--- config.mk ---
export PLATFORM = sky130hd
export DESIGN_NAME = serial_adder
export DESIGN_NICKNAME = d
export VERILOG_FILES = /design/src/rtl/serial_adder.sv
export SDC_FILE = /design/constraint.sdc
export NUM_CORES = 1
export LEC_CHECK = 0
export ABC_AREA = 1
export BUFFER_PORTS_ARGS = -buffer_cell sky130_fd_sc_hd__buf_4
export CORE_MARGIN = 4
export CORE_UTILIZATION = 49
export DETAILED_ROUTE_END_ITERATION = 10
export GPL_TIMING_DRIVEN = 0
export PLACE_DENSITY = 0.76
export SYNTH_ARGS = -nofsm -noshare
export SYNTH_HDL_FRONTEND = slang
export SYNTH_SLANG_ARGS = --single-unit
--- constraint.sdc ---
create_clock -name clk -period 1.2 [get_ports clk]
set_input_delay 0.06 -clock clk [delete_from_list [all_inputs] [get_ports clk]]
set_output_delay 0.06 -clock clk [all_outputs]
set_load 0.05 [all_outputs]
--- src/rtl/serial_adder.sv ---
// Bit-serial adder: one fulladd cell sequenced over WIDTH clocks, LSB first.
// Optional subtract support is enabled by defining SERIAL_ADDER_SUB_EN.

module fulladd (
    input  logic a,
    input  logic b,
    input  logic ci,
    output logic s,
    output logic co
);
    logic s1;
    logic c1;
    logic c2;

    // Two cascaded half adders.
    assign s1 = a ^ b;
    assign c1 = a & b;
    assign s  = s1 ^ ci;
    assign c2 = s1 & ci;
    assign co = c1 | c2;
endmodule

module serial_adder #(
    parameter int WIDTH = 8
) (
    input  logic             clk,
    input  logic             rst_n,
    input  logic             start,
    input  logic [WIDTH-1:0] a,
    input  logic [WIDTH-1:0] b,
    input  logic             cin,
    input  logic             sub,
    output logic             ready,
    output logic             busy,
    output logic             done,
    output logic [WIDTH-1:0] sum,
    output logic             cout
);
    // state | meaning
    // IDLE  | waiting for start; operands captured on acceptance
    // RUN   | one sum bit per clock, WIDTH clocks
    // DONE  | sum/cout just updated; one-cycle pulse
    localparam int CW = $clog2(WIDTH);

    typedef enum logic [1:0] {IDLE, RUN, DONE} state_t;

    state_t           state;
    state_t           state_nxt;
    logic [WIDTH-1:0] a_sh;
    logic [WIDTH-1:0] b_sh;
    logic [WIDTH-2:0] acc;
    logic [CW-1:0]    cnt;
    logic             carry;
    logic             fa_s;
    logic             fa_c;
    logic             accept;
    logic             last;
    logic [WIDTH-1:0] sum_nxt;
    logic [WIDTH-1:0] b_load;
    logic             c_load;

    assign accept  = (state == IDLE) && start;
    assign last    = (state == RUN) && (cnt == CW'(WIDTH - 1));
    assign sum_nxt = {fa_s, acc};

`ifdef SERIAL_ADDER_SUB_EN
    assign b_load = sub ? ~b : b;
    assign c_load = sub ? 1'b1 : cin;
`else
    logic unused_sub;
    assign unused_sub = sub;
    assign b_load     = b;
    assign c_load     = cin;
`endif

    fulladd u_fa (
        .a  (a_sh[0]),
        .b  (b_sh[0]),
        .ci (carry),
        .s  (fa_s),
        .co (fa_c)
    );

    always_ff @(posedge clk or negedge rst_n) begin
        if (!rst_n) begin
            state <= IDLE;
        end else begin
            state <= state_nxt;
        end
    end

    always_comb begin
        state_nxt = state;
        case (state)
            IDLE:    if (start) state_nxt = RUN;
            RUN:     if (last)  state_nxt = DONE;
            DONE:    state_nxt = IDLE;
            default: state_nxt = IDLE;
        endcase
    end

    always_comb begin
        ready = 1'b0;
        busy  = 1'b0;
        done  = 1'b0;
        case (state)
            IDLE:    ready = 1'b1;
            RUN:     busy  = 1'b1;
            DONE:    done  = 1'b1;
            default: ready = 1'b0;
        endcase
    end

    // The accumulator holds the low WIDTH-1 result bits; the MSB comes
    // straight from the cell on the final edge.
    always_ff @(posedge clk or negedge rst_n) begin
        if (!rst_n) begin
            a_sh  <= '0;
            b_sh  <= '0;
            acc   <= '0;
            cnt   <= '0;
            carry <= 1'b0;
            sum   <= '0;
            cout  <= 1'b0;
        end else if (accept) begin
            a_sh  <= a;
            b_sh  <= b_load;
            carry <= c_load;
            cnt   <= '0;
        end else if (state == RUN) begin
            a_sh  <= a_sh >> 1;
            b_sh  <= b_sh >> 1;
            acc   <= sum_nxt[WIDTH-1:1];
            carry <= fa_c;
            cnt   <= cnt + CW'(1);
            if (last) begin
                sum  <= sum_nxt;
                cout <= fa_c;
            end
        end
    end
endmodule

* Word-level counts from Yosys, hierarchy flattened
Cells that the tools add are included.
** Word-level totals
- Flip-flop bits (word level) :: 38
- Bits in latches :: 0
- RAM bits :: 0
- Memory bits (read-only) :: 0
- Input bits :: 21
- Output and inout bits :: 12
- Logic and storage cells :: 41
- Memories kept :: 0
** Cells by class
- Add/subtract/negate cells :: 1
- $mul :: 0
- Div/mod/pow operators :: 0
- Magnitude comparators :: 0
- Equality and inequality tests :: 5
- Shift-type cells :: 0
- Multiplexer cells :: 14
- Bitwise operators :: 6
- Reductions and logical operators :: 7
** Operators with widths (number)
- two-way mux 8 bit :: 4
- two-way mux 3 bit :: 2
- two-way mux 1 bit :: 5
- two-way mux 2 bit :: 2
- != test 2 bit, second input constant :: 2
- one-hot mux 2 bit (2 select lines) :: 1
- AND reduction 2 bit :: 2
- adder 3 x 1 -> 3 bit, second input constant :: 1
- == test 3 bit, second input constant :: 1
- AND reduction 3 bit :: 1
- bitwise AND 1 bit :: 2
- == test 2 x 1 -> 1 bit, second input constant :: 1
- == test 2 bit, second input constant :: 1
- logical AND 1 bit :: 2
- logical NOT 2 bit :: 1
- nonzero test 2 bit :: 1
- bitwise XOR 1 bit :: 2
- NOT 1 bit :: 1
- bitwise OR 1 bit :: 1

* Logic depth before layout (Yosys ltp)
Gate-level depths: netlist of the first run.
- Depth in word-level cells :: 5
- Mapped depth :: 7
- Gate-level depth less buffers :: 6

* Hierarchy
From an unflattened synthesis of the first run, not the netlist that was laid out.
** Unflattened totals
- Cells, all modules :: 218
- Area, all modules :: 1860.5 um^2
** By module, submodules not included
- serial_adder :: times used 1, cells an instance 217, area an instance 1840.5 um^2, sequential area each 950.9 um^2
- fulladd :: times used 1, cells an instance 1, area an instance 20.0 um^2, sequential area each 0.0 um^2

* Worst setup path before layout of the first run
OpenSTA, ideal clock, no wires.
- Kind :: register to output
- Start :: register state[1]
- End :: output port done
- Data arrival time :: 1332 ps
- Required time :: 1140 ps
- Setup slack :: -192 ps
- Cell stages (with the launch flop) :: 4
- Path buffers :: 1
- Path through :: dfrtp_1 inv_4 buf_6 nor2_1
** On the way
- Longest elaborated chain between the ends :: 2
** Ends and longest elaborated chain
- from (decl) :: line 47 : state_t state;
- from (signal assigned) :: line 88 : state <= state_nxt;
- == test 2 bit :: line 106 : case (state)
- two-way mux 1 bit :: line 106
- to (decl) :: line 35 : output logic done,
Every way passes these cells.

* Worst setup path in the final report of the first run
- Start :: register state[1]
- End :: output port busy
** On the way
- Longest elaborated chain between the ends :: 2
** Ends and longest elaborated chain
- == test 2 x 1 -> 1 bit :: line 106
- two-way mux 1 bit :: line 106
- to (decl) :: line 34 : output logic busy,
Every way passes these cells.

==> summary.md, run 1 <==
| Metric | Value |
|---|---|
| Total GRT Usage | 0.169 |
| Critical path startpoint category | flip-flop |
| Worst Path Arrival | between 1000 and 1500 ps |
| Design Area, Final | 2450 um2 |
| Status | finished with violations |
| Leakage | 0.00135 uW |
| TritonCTS clock tree | yes |
| Routability cong. | 0.777 |
| Fin util | 0.671 |
| Core area | 3660 um2 |
| FF-to-FF setup slack | -20 ps |
| Layout fillers | 312 |
| Number of flops mapped to enable cells by yosys | 0 |
| Max stage delay on crit path | 460 ps |
| Multi-input logic area | approximately 790 um2 |
| Max-Cap Viols | 0 |
| Count of unique library cells instantiated by Yosys | 17 |
| Flops & latches, synth | 38 |
| Antenna violations before repair | 0 |
| Critical Path Sink | busy |
| Top delay family on crit path | flip-flops |
| Setup violators final | 14 |
| Tcrit/Tclk final | 1.03 |
| Clock slew at reported path FFs | about 80 ps |
| Clk buf depth | 2 |
| Vias in the first global route | 1489 |
| Reg2Reg Depth | 6 |
| Initial Utilization | 0.507 |
| WP buf/inv | 4 |
| Asr flop ratio synth | 1.00 |
| Worst reg2reg startpoint | state[0] |
| # rows | 22 |
| CTS buffer count | 5 |
| Area contributors post-synth | dfrtp_1 51%, nand2_1 20%, nand3_1 7.8% |
| FF+latch area | approximately 950 um2 |
| H-tree depth | 2 |
| WHS | 14.7 ps |
| Die Y | 69.6 um |
| Antenna diodes | 0 |
| IO Port Bufs | 30 |
| DR vias | 1560 |
| Peak Freq | a little over 800 MHz |
| Fin Setup TNS | -245 ps |
| Iter 0 DRT Violations | 99 |
| Crit. End Element | primary output |
| Dominant cell type by area after synthesis | dfrtp_1 |
| Worst vdd ir | 1.10 mV |
| CP Cell Sequence | inv_4 -> nand2_4 -> inv_4 -> buf_8 -> buf_8 |
| Critical Path RT | about 1100 ps |
| Worst-Skew Late Latency | 290 ps |
| Syn Nets | 242 |
| Hold Crit Class | primary input to flip-flop |
| Worst-margin pin slew | a little under 500 ps |
| Global-route wire length before repair | around 6600 um |
| PnR worst setup slack | -40.9 ps |
| Total Die Area | 4840 um2 |
| Failing checks | setup timing |
| Synth cell count leaders | 98 x nand2_1, 38 x dfrtp_1, 29 x nand3_1 |
| Post-DR vias/cell | just under 5 |
| Fin nets | 294 |
| Max Transition Viols Final | 0 |
| RSZ-0062 raised after global routing | yes |
| Final Critical Period | 1240 ps |
| DPL Wire Length | around 2500 um |
| CTS root buffer | clkbuf_8 |
| Setup crit start | state[1] |
| Syn Std Cell Area | 1860 um2 |
| Main synth FF type | dfrtp_1 |
| Avg Cell Area, Syn | 8.52 um2 |
| Max-slew headroom | 0.678 |
| Area Overhead vs Synth | 32.2% |
| Share of the synthesized area in the top cell type | 0.512 |
| PD cells | 2700 nW/um2 |
| Largest net degree at the start of global routing | 39 |
| Hold Fails Final Rpt | 0 |
| Clock Skews | 5.65 ps |
| Synthesis warning total | 0 |
| Clock Sinks | 38 |
| Syn Inst Count | 218 |
| Post-DP Area | 2150 um2 |
| GR Overflow Total | 0 |
| ANT nets after route | 0 |
| Kind of critical path | flip-flop to primary output |
| Share of cells above drive strength 1 | 0.321 |
| Reg2reg end | a_sh[5] |
| Residual DRC | 0 |
| Crit path depth | 5 |
| Initial DRT Pass Iterations | 4 |
| Slowest-stage cell, CP | dfrtp_2 |
| Top-count cell post-synth | nand2_1 |
| Register area share after synthesis | 0.512 |
| Top Ports | 33 |
| Pre-CTS setup slack | -62.6 ps |
| Die X | 69.6 um |
| Routed wire per std cell | 12.5 um |
| Detailed-route wire length | ~4000 um |
| CP Max Fanout | 3 |
## cells by family after synthesis
family / synth area share
adders and majority gates: 0.0243
DFF: 0.512
buffers and inverters: 0.0896
and+or+nand+nor: 0.342
AOI/OAI and AO/OA: 0.0323
## per-stage QoR
step	instances	power, uW
after floorplan	218	4420
after global routing	319	7110
after global placement	296	5080
final	319	6640
after CTS	315	6420
after detailed placement	296	5170
## per-layer routing
metal / track usage / up-vias / wire [um]
li1: - / 782 / -
met1: 0.220 / 723 / 1770
met2: 0.273 / 45 / 1900
met3: 0.0348 / 10 / 233
met4: 0.0738 / 0 / 85
met5: 0 / - / 0
## where the power goes
part,leakage [uW],total (uW),switching (uW),internal [uW]
registers,0.000480,2200,344,1860
logic,0.000820,3520,2070,1460
clock network,0.0000472,912,450,462
## final cells by class
| type | count | share of cell area |
|---|---|---|
| flip-flops and latches | 38 | 0.388 |
| multi-input cells | 152 | 0.323 |
| repair buffers | 45 | 0.150 |
| plain buffers | 10 | 0.0438 |
| clock buffers | 6 | 0.0336 |
| inverters | 18 | 0.0316 |
| well taps | 48 | 0.0245 |
| clock inverters | 2 | 0.00510 |
## registers in the layout (all words and copies together) (netlist names)
register  cells
sum           8
state         2
cout          1
acc           7
cnt           3
carry         1
b_sh          8
a_sh          8
## worst min-delay path, delay by kind of cell
family	cells	cell delay (ps)
AND/OR/NAND/NOR	2	140
buffers and inverters	1	80
## cells in the final DEF, fill, tap and decap left out, types with 3 or more instances in the layout
cell type,instances
buf_4,38
buf_6,9
buf_8,4
clkbuf_8,6
dfrtp_1,37
inv_1,15
nand2_1,96
nand2_2,5
nand2_4,3
nand3_1,29
nand3_2,3
o21ai_0,5
o21ai_2,3
## worst min-delay path by stage
stage | end | cells after the start | slack [ps] | from
CTS | b_sh[7] | 3 | 1 | b[7]
global route | b_sh[7] | 3 | 20 | b[7]
detailed placement | sum[5] | 1 | 50 | rst_n
global placement | sum[3] | 1 | 50 | rst_n
floorplan | a_sh[0] | 0 | -240 | rst_n
finish | b_sh[7] | 3 | 10 | b[7]
## timing repair
action	CTS	global route
setup endpoints to repair	13	34
endpoints found under the hold margin	39	0
pin swaps	1	6
hold buffers	2	0
cloned	0	2
gates resized for setup	14	13
buffers inserted	9	3
(Power assumes the default switching activity.)
==> inputs of run 2 (changes only) <==
--- a/config.mk
+++ b/config.mk
@@ -12,4 +12,5 @@
 export DETAILED_ROUTE_END_ITERATION = 10
 export GPL_TIMING_DRIVEN = 0
+export HOLD_SLACK_MARGIN = 0.02
 export PLACE_DENSITY = 0.76
 export SYNTH_ARGS = -nofsm -noshare
==> constraint.sdc (replaced) <==
create_clock -name clk -period 1.2 [get_ports clk]
set_input_delay 0.24 -clock clk [delete_from_list [all_inputs] [get_ports clk]]
set_output_delay 0.24 -clock clk [all_outputs]
set_load 0.05 [all_outputs]
==> summary.md, run 2 (same netlist as run 1, synthesis figures left out) <==
| Metric | Value |
|---|---|
| Status | finished with violations (unchanged) |
| Failing checks | setup timing (unchanged) |
| Most frequent cells in the layout | 90 x nand2_1, 37 x dfrtp_1, 35 x buf_4 (was 96 x nand2_1, 38 x buf_4, 37 x dfrtp_1) |
| Psw | 2980 uW (was 2860 uW) |
| Clk buf depth | 2 (unchanged) |
| Worst-margin pin slew | 471 ps (was 483 ps) |
| Kind of critical path | flip-flop to primary output (unchanged) |
| Tcrit/Tclk final | 1.23 (was 1.03) |
| Int Pwr | 4340 uW (was 3780 uW) |
| H-tree depth | 2 (unchanged) |
| Critical Path RT | 960 ps (was 1140 ps) |
| Max Transition Viols Final | 0 (unchanged) |
| RSZ-0062 raised after global routing | yes (unchanged) |
| Core area | 3660 um2 (unchanged) |
| Crit. End Element | primary output (unchanged) |
| Pre-CTS setup slack | -133 ps (was -62.6 ps) |
| Die X | 69.6 um (unchanged) |
| Area Overhead vs Synth | 40.2% (was 32.2%) |
| Initial DRT Pass Iterations | 4 (unchanged) |
| Fin Setup TNS | -1500 ps (was -245 ps) |
| CTS root buffer | clkbuf_8 (unchanged) |
| Hold Crit Class | primary input to flip-flop (unchanged) |
| TritonCTS clock tree | yes (unchanged) |
| DPL Wire Length | 2510 um (was 2470 um) |
| Post-DR vias/cell | 4.99 (was 4.89) |
| Antenna violations before repair | 0 (unchanged) |
| Routed wire per std cell | 13.4 um (was 12.5 um) |
| Total Die Area | 4840 um2 (unchanged) |
| Max-Cap Viols | 0 (unchanged) |
| # rows | 22 (unchanged) |
| Biggest regs | a_sh x8, b_sh x8, sum x8 (unchanged) |
| Clock slew at reported path FFs | 80 ps (about the same) |
| Clock power share | 0.184 (was 0.137) |
| Initial Utilization | 0.507 (unchanged) |
| CP Max Fanout | 2 (was 3) |
| Share of cells above drive strength 1 | 0.353 (was 0.321) |
| Worst-Skew Late Latency | 290 ps (about the same) |
| DR vias | 1612 (was 1560) |
| Clock Skews | 9.31 ps (was 5.65 ps) |
| Die Y | 69.6 um (unchanged) |
| Fin nets | 298 (was 294) |
| Combinational Power Share | 0.514 (was 0.531) |
| Leakage | 0.00141 uW (was 0.00135 uW) |
| Peak Freq | 679 MHz (was 806 MHz) |
| Clock Sinks | 38 (unchanged) |
| GR Overflow Total | 0 (unchanged) |
| Final non-filler cell total | 323 (was 319) |
| WHS | 176 ps (was 14.7 ps) |
| Vias in the first global route | 1491 (was 1489) |
| Max-slew headroom | 0.686 (was 0.678) |
| Detailed-route wire length | 4340 um (was 3980 um) |
| Residual DRC | 0 (unchanged) |
| PnR worst setup slack | -272 ps (was -40.9 ps) |
| Largest net degree at the start of global routing | 39 (unchanged) |
| Worst vdd ir | 1.41 mV (was 1.10 mV) |
| Hold Fails Final Rpt | 0 (unchanged) |
| Worst Path Arrival | 1230 ps (was 1180 ps) |
| CTS buffer count | 5 (unchanged) |
| Commonest non-fill, non-tap cell in the layout | nand2_1 (unchanged) |
| Routability cong. | 0.777 (about the same) |
| Sequential share of power | 0.302 (was 0.332) |
| Top Ports | 33 (unchanged) |
| PD cells | 2810 nW/um2 (was 2700 nW/um2) |
| ANT nets after route | 0 (unchanged) |
| Switching Share | 0.407 (was 0.431) |
| Setup violators final | 23 (was 14) |
| Antenna diodes | 0 (unchanged) |
| Global-route wire length before repair | 6840 um (was 6590 um) |
| Final Critical Period | 1470 ps (was 1240 ps) |
| Total GRT Usage | 0.177 (was 0.169) |
| Placed Cells | 296 (unchanged) |
| IO Port Bufs | 30 (unchanged) |
| Critical path startpoint category | flip-flop (unchanged) |
| Iter 0 DRT Violations | 63 (was 99) |
[run 2: cell types whose count changed in the layout (fill, tap and decap cells not counted), moves of 2 or more]
cell	previous run	this run
buf_12	0	3
buf_4	38	35
buf_6	9	13
bufinv_16	0	2
nand2_1	96	90
nand2_2	5	11
o21ai_0	5	3
o21ai_1	0	2
[run 2: power by group through the flow]
| stage | clock network, uW | registers, uW | logic [uW] |
|---|---|---|---|
| 6_report | 1350 | 2210 | 3760 |
| 5_1_grt | 1420 | 2290 | 4080 |
| 4_1_cts | 1360 | 2190 | 3280 |
| 3_5_place_dp | 0 | 2210 | 2980 |
| 3_3_place_gp | 0 | 2190 | 2900 |
| 2_1_floorplan | 0 | 2630 | 1800 |
[run 2: through the flow]
stage	utilization	area, um2	total power, uW
after floorplan	-	1870	4420
after global placement	0.588	2150	5090
after detailed placement	0.588	2150	5190
after CTS	0.668	2440	6830
after global routing	0.711	2600	7790
final	0.711	2600	7320
[run 2: critical path, cell delays in order (launching register included)]
cell	delay (ps)
dfrtp_2	420
inv_4	60
buf_12	120
buf_8	110
nor2_4	70
buf_6	160
[run 2: path summary, 6_finish.rpt]
path	start	endpoint	depth (start not counted)	slack (ps)
min in group asynchronous	rst_n	sum[3]	2	450
setup / recovery	state[1]	done	5	-270
hold reg to reg	acc[2]	sum[2]	2	470
setup reg to reg	state[1]	a_sh[6]	8	-60
max in group asynchronous	rst_n	state[1]	2	400
hold / removal	b[7]	b_sh[7]	3	180
[run 2: what timing repair did]
item / in CTS / in global routing
endpoints found under the setup margin: 13 / 35
hold buffers: 1 / 0
setup buffers: 10 / 6
pin swaps: 1 / 9
gates cloned: 0 / 4
resized for setup: 15 / 26
hold endpoints to repair: 38 / 0
[run 2: layout make-up]
class,instances,area (um2)
sequential,38,952
multi-input combinational,152,806
tap,48,60.1
timing repair buffer,48,442
fill,280,1060
inverter,18,77.6
clock buffer,6,82.6
buffer,11,123
clock inverter,2,60.1
[run 2: routing by layer]
| layer | share of wire | vias to the layer above | track usage | wire, um |
|---|---|---|---|---|
| met5 | 0 | - | 0 | 0 |
| met4 | 0.014 | 0 | 0.0456 | 62 |
| met3 | 0.051 | 6 | 0.0536 | 221 |
| met2 | 0.48 | 43 | 0.285 | 2100 |
| met1 | 0.45 | 769 | 0.234 | 1960 |
| li1 | - | 794 | - | - |
==> inputs of run 3 (changes only) <==
Settings changed: ABC_AREA 1 to default, CORE_UTILIZATION 49 to 48, CTS_CLUSTER_SIZE from default to 14.
==> summary.md, run 3 <==
| Metric | Value |
|---|---|
| Asr flop ratio synth | 1.00 (unchanged) |
| FF+latch area | 953 um2 (was 952 um2) |
| Syn Std Cell Area | 1670 um2 (was 1860 um2) |
| Count of unique library cells instantiated by Yosys | 24 (was 17) |
| Clock Sinks | 38 (unchanged) |
| Initial Utilization | 0.501 (was 0.507) |
| Leakage | 0.00121 uW (was 0.00141 uW) |
| CTS buffer count | 5 (unchanged) |
| Final Critical Period | 1530 ps (was 1470 ps) |
| Area contributors post-synth | dfrtp_1 57%, o22ai_1 8.2%, mux2_4 8.1% (was dfrtp_1 51%, nand2_1 20%, nand3_1 7.8%) |
| Clk buf depth | 2 (unchanged) |
| Worst-margin pin slew | 481 ps (was 471 ps) |
| DPL Wire Length | 2430 um (was 2510 um) |
| Initial DRT Pass Iterations | 4 (unchanged) |
| Dominant cell type by area after synthesis | dfrtp_1 (unchanged) |
| # rows | 21 (was 22) |
| RSZ-0062 raised after global routing | yes (unchanged) |
| Top delay family on crit path | buffers and inverters (unchanged) |
| Synth cell count leaders | 38 x dfrtp_1, 22 x o22ai_1, 21 x nand2_1 (was 98 x nand2_1, 38 x dfrtp_1, 29 x nand3_1) |
| Post-DR vias/cell | 5.63 (was 4.99) |
| Worst Path Arrival | 1290 ps (was 1230 ps) |
| Vias in the first global route | 1394 (was 1491) |
| IO Port Bufs | 31 (was 30) |
| WP buf/inv | 4 (unchanged) |
| Tcrit/Tclk final | 1.27 (was 1.23) |
| Synthesis warning total | 0 (unchanged) |
| Die Y | 67.0 um (was 69.6 um) |
| Routed wire per std cell | 18.2 um (was 13.4 um) |
| Max-Cap Viols | 0 (unchanged) |
| Global-route wire length before repair | 6690 um (was 6840 um) |
| Area Overhead vs Synth | 55.1% (was 40.2%) |
| Antenna violations before repair | 0 (unchanged) |
| Syn Nets | 165 (was 242) |
| GR Overflow Total | 0 (unchanged) |
| Flops & latches, synth | 38 (unchanged) |
| Syn Inst Count | 141 (was 218) |
| Register area share after synthesis | 0.569 (was 0.512) |
| TritonCTS clock tree | yes (unchanged) |
| Biggest regs | a_sh x8, b_sh x8, sum x8 (unchanged) |
| Status | finished with violations (unchanged) |
| Fin nets | 230 (was 298) |
| ANT nets after route | 0 (unchanged) |
| Share of the synthesized area in the top cell type | 0.569 (was 0.512) |
| CP Cell Sequence | buf_6 -> nand2b_4 -> inv_8 -> buf_8 -> buf_8 (was inv_4 -> buf_12 -> buf_8 -> nor2_4 -> buf_6) |
| Clock Skews | 10.4 ps (was 9.31 ps) |
| Share of cells above drive strength 1 | 0.589 (was 0.353) |
| Top Ports | 33 (unchanged) |
| Iter 0 DRT Violations | 89 (was 63) |
| Avg Cell Area, Syn | 11.9 um2 (was 8.52 um2) |
| Hold Crit Class | primary input to flip-flop (unchanged) |
| Commonest non-fill, non-tap cell in the layout | buf_4 (was nand2_1) |
| Residual DRC | 0 (unchanged) |
| PnR worst setup slack | -327 ps (was -272 ps) |
| Total GRT Usage | 0.204 (was 0.177) |
| Critical path startpoint category | flip-flop (unchanged) |
| Main synth FF type | dfrtp_1 (unchanged) |
| Critical Path RT | 960 ps (about the same) |
| H-tree depth | 2 (unchanged) |
| PnR Total Power | 7370 uW (was 7320 uW) |
| CP Max Fanout | 6 (was 2) |
| DR vias | 1425 (was 1612) |
| Most used cell, CP | buf_8 |
| Die X | 67.0 um (was 69.6 um) |
| Crit. End Element | primary output (unchanged) |
| Kind of critical path | flip-flop to primary output (unchanged) |
| Detailed-route wire length | 4600 um (was 4340 um) |
| Max-slew headroom | 0.679 (was 0.686) |
| Max Transition Viols Final | 0 (unchanged) |
| CTS root buffer | clkbuf_4 (was clkbuf_8) |
| Failing checks | setup timing (unchanged) |
| Antenna diodes | 0 (unchanged) |
| Fin Setup TNS | -4100 ps (was -1500 ps) |
| Setup violators final | 32 (was 23) |
| Max stage delay on crit path | 410 ps (was 420 ps) |
| Slowest-stage cell, CP | dfrtp_1 (was dfrtp_2) |
| Total Die Area | 4490 um2 (was 4840 um2) |
| Routability cong. | 0.745 (was 0.777) |
| Worst vdd ir | 1.35 mV (was 1.41 mV) |
| Worst-Skew Late Latency | 350 ps (was 290 ps) |
| Multi-input logic area | 878 um2 (was 806 um2) |
| Peak Freq | 655 MHz (was 679 MHz) |
| Hold Fails Final Rpt | 0 (unchanged) |
| PD cells | 2840 nW/um2 (was 2810 nW/um2) |
| Largest net degree at the start of global routing | 39 (unchanged) |
| Layout fillers | 205 (was 280) |
| Top-count cell post-synth | dfrtp_1 (was nand2_1) |
| Number of flops mapped to enable cells by yosys | 0 (unchanged) |
| Clock slew at reported path FFs | 120 ps (was 80 ps) |
| Most frequent cells in the layout | 40 x buf_4, 36 x dfrtp_1, 21 x nand2_1 (was 90 x nand2_1, 37 x dfrtp_1, 35 x buf_4) |
| Core area | 3340 um2 (was 3660 um2) |
-- run 3: cell types whose count changed after synthesis, moves of 4 or more --
| cell | delta |
|---|---|
| inv_1 | -10 |
| a2bb2oi_1 | +6 |
| a21oi_1 | +10 |
| o21ai_2 | -4 |
| nand2_1 | -77 |
| nand3_1 | -29 |
| mux2_4 | +9 |
| o22ai_1 | +22 |
| nand2_2 | -4 |
-- run 3: kinds of logic (layout without fill, tap and decap cells) --
logic type	after synthesis	in the layout	synth area share
AOI/OAI and AO/OA	45	45	0.177
adders and majority gates	3	3	0.0269
buffers and inverters	15	79	0.0546
DFF	38	38	0.569
muxes	9	9	0.0808
and+or+nand+nor	31	33	0.0921
-- run 3: final timing paths --
check | startpoint | endpoint | slack [ps] | cells past startpoint
worst min register to register | acc[0] | acc[0] | 500 | 2
worst max register to register | state[0] | sum[1] | -170 | 6
worst max-delay path | state[0] | busy | -330 | 5
worst min-delay path | a[7] | a_sh[7] | 170 | 3
min in group asynchronous | rst_n | b_sh[2] | 400 | 2
max in group asynchronous | rst_n | carry | 440 | 2
-- run 3: layout make-up --
class                      count  share of cell area
timing repair buffer          57               0.198
inverter                       7              0.0130
clock buffer                   8              0.0304
buffer                         7              0.0294
sequential                    38               0.368
multi-input combinational     90               0.339
tap                           46              0.0222
-- run 3: power by group --
group	internal [uW]	total, uW	switching [uW]	leakage (uW)
registers	1880	2400	515	0.000456
clock network	401	838	437	0.0000446
logic	2070	4140	2060	0.000708
total	4360	7370	3010	0.00121
-- run 3: routing by layer --
layer	vias to the layer above	track usage	part of all wire
met4	0	0.109	0.038
met1	695	0.251	0.38
met3	18	0.0641	0.068
li1	649	-	-
met2	63	0.317	0.52
met5	-	0	0
-- run 3: metrics by stage --
stage	std cells	setup slack [ps]	utilization	instance area, um2	hold WS, ps
6_report	253	-327	0.777	2590	170
5_1_grt	253	-378	0.777	2590	166
4_1_cts	238	-314	0.689	2300	127
3_5_place_dp	218	-179	0.598	2000	236
3_3_place_gp	218	-177	0.598	2000	224
2_1_floorplan	141	-63.8	-	1710	-55.6
-- run 3: timing repair --
item	4_1_cts	5_1_grt
setup endpoints to repair	25	49
resized for setup	29	38
cloned	2	1
pin swaps	14	11
hold buffers	1	0
setup buffers	10	16
hold endpoints to repair	38	0
-- run 3: tightest hold or removal path, cell delays in order --
cell and delay [ps]:
buf_4 100, inv_1 80, o31ai_4 70
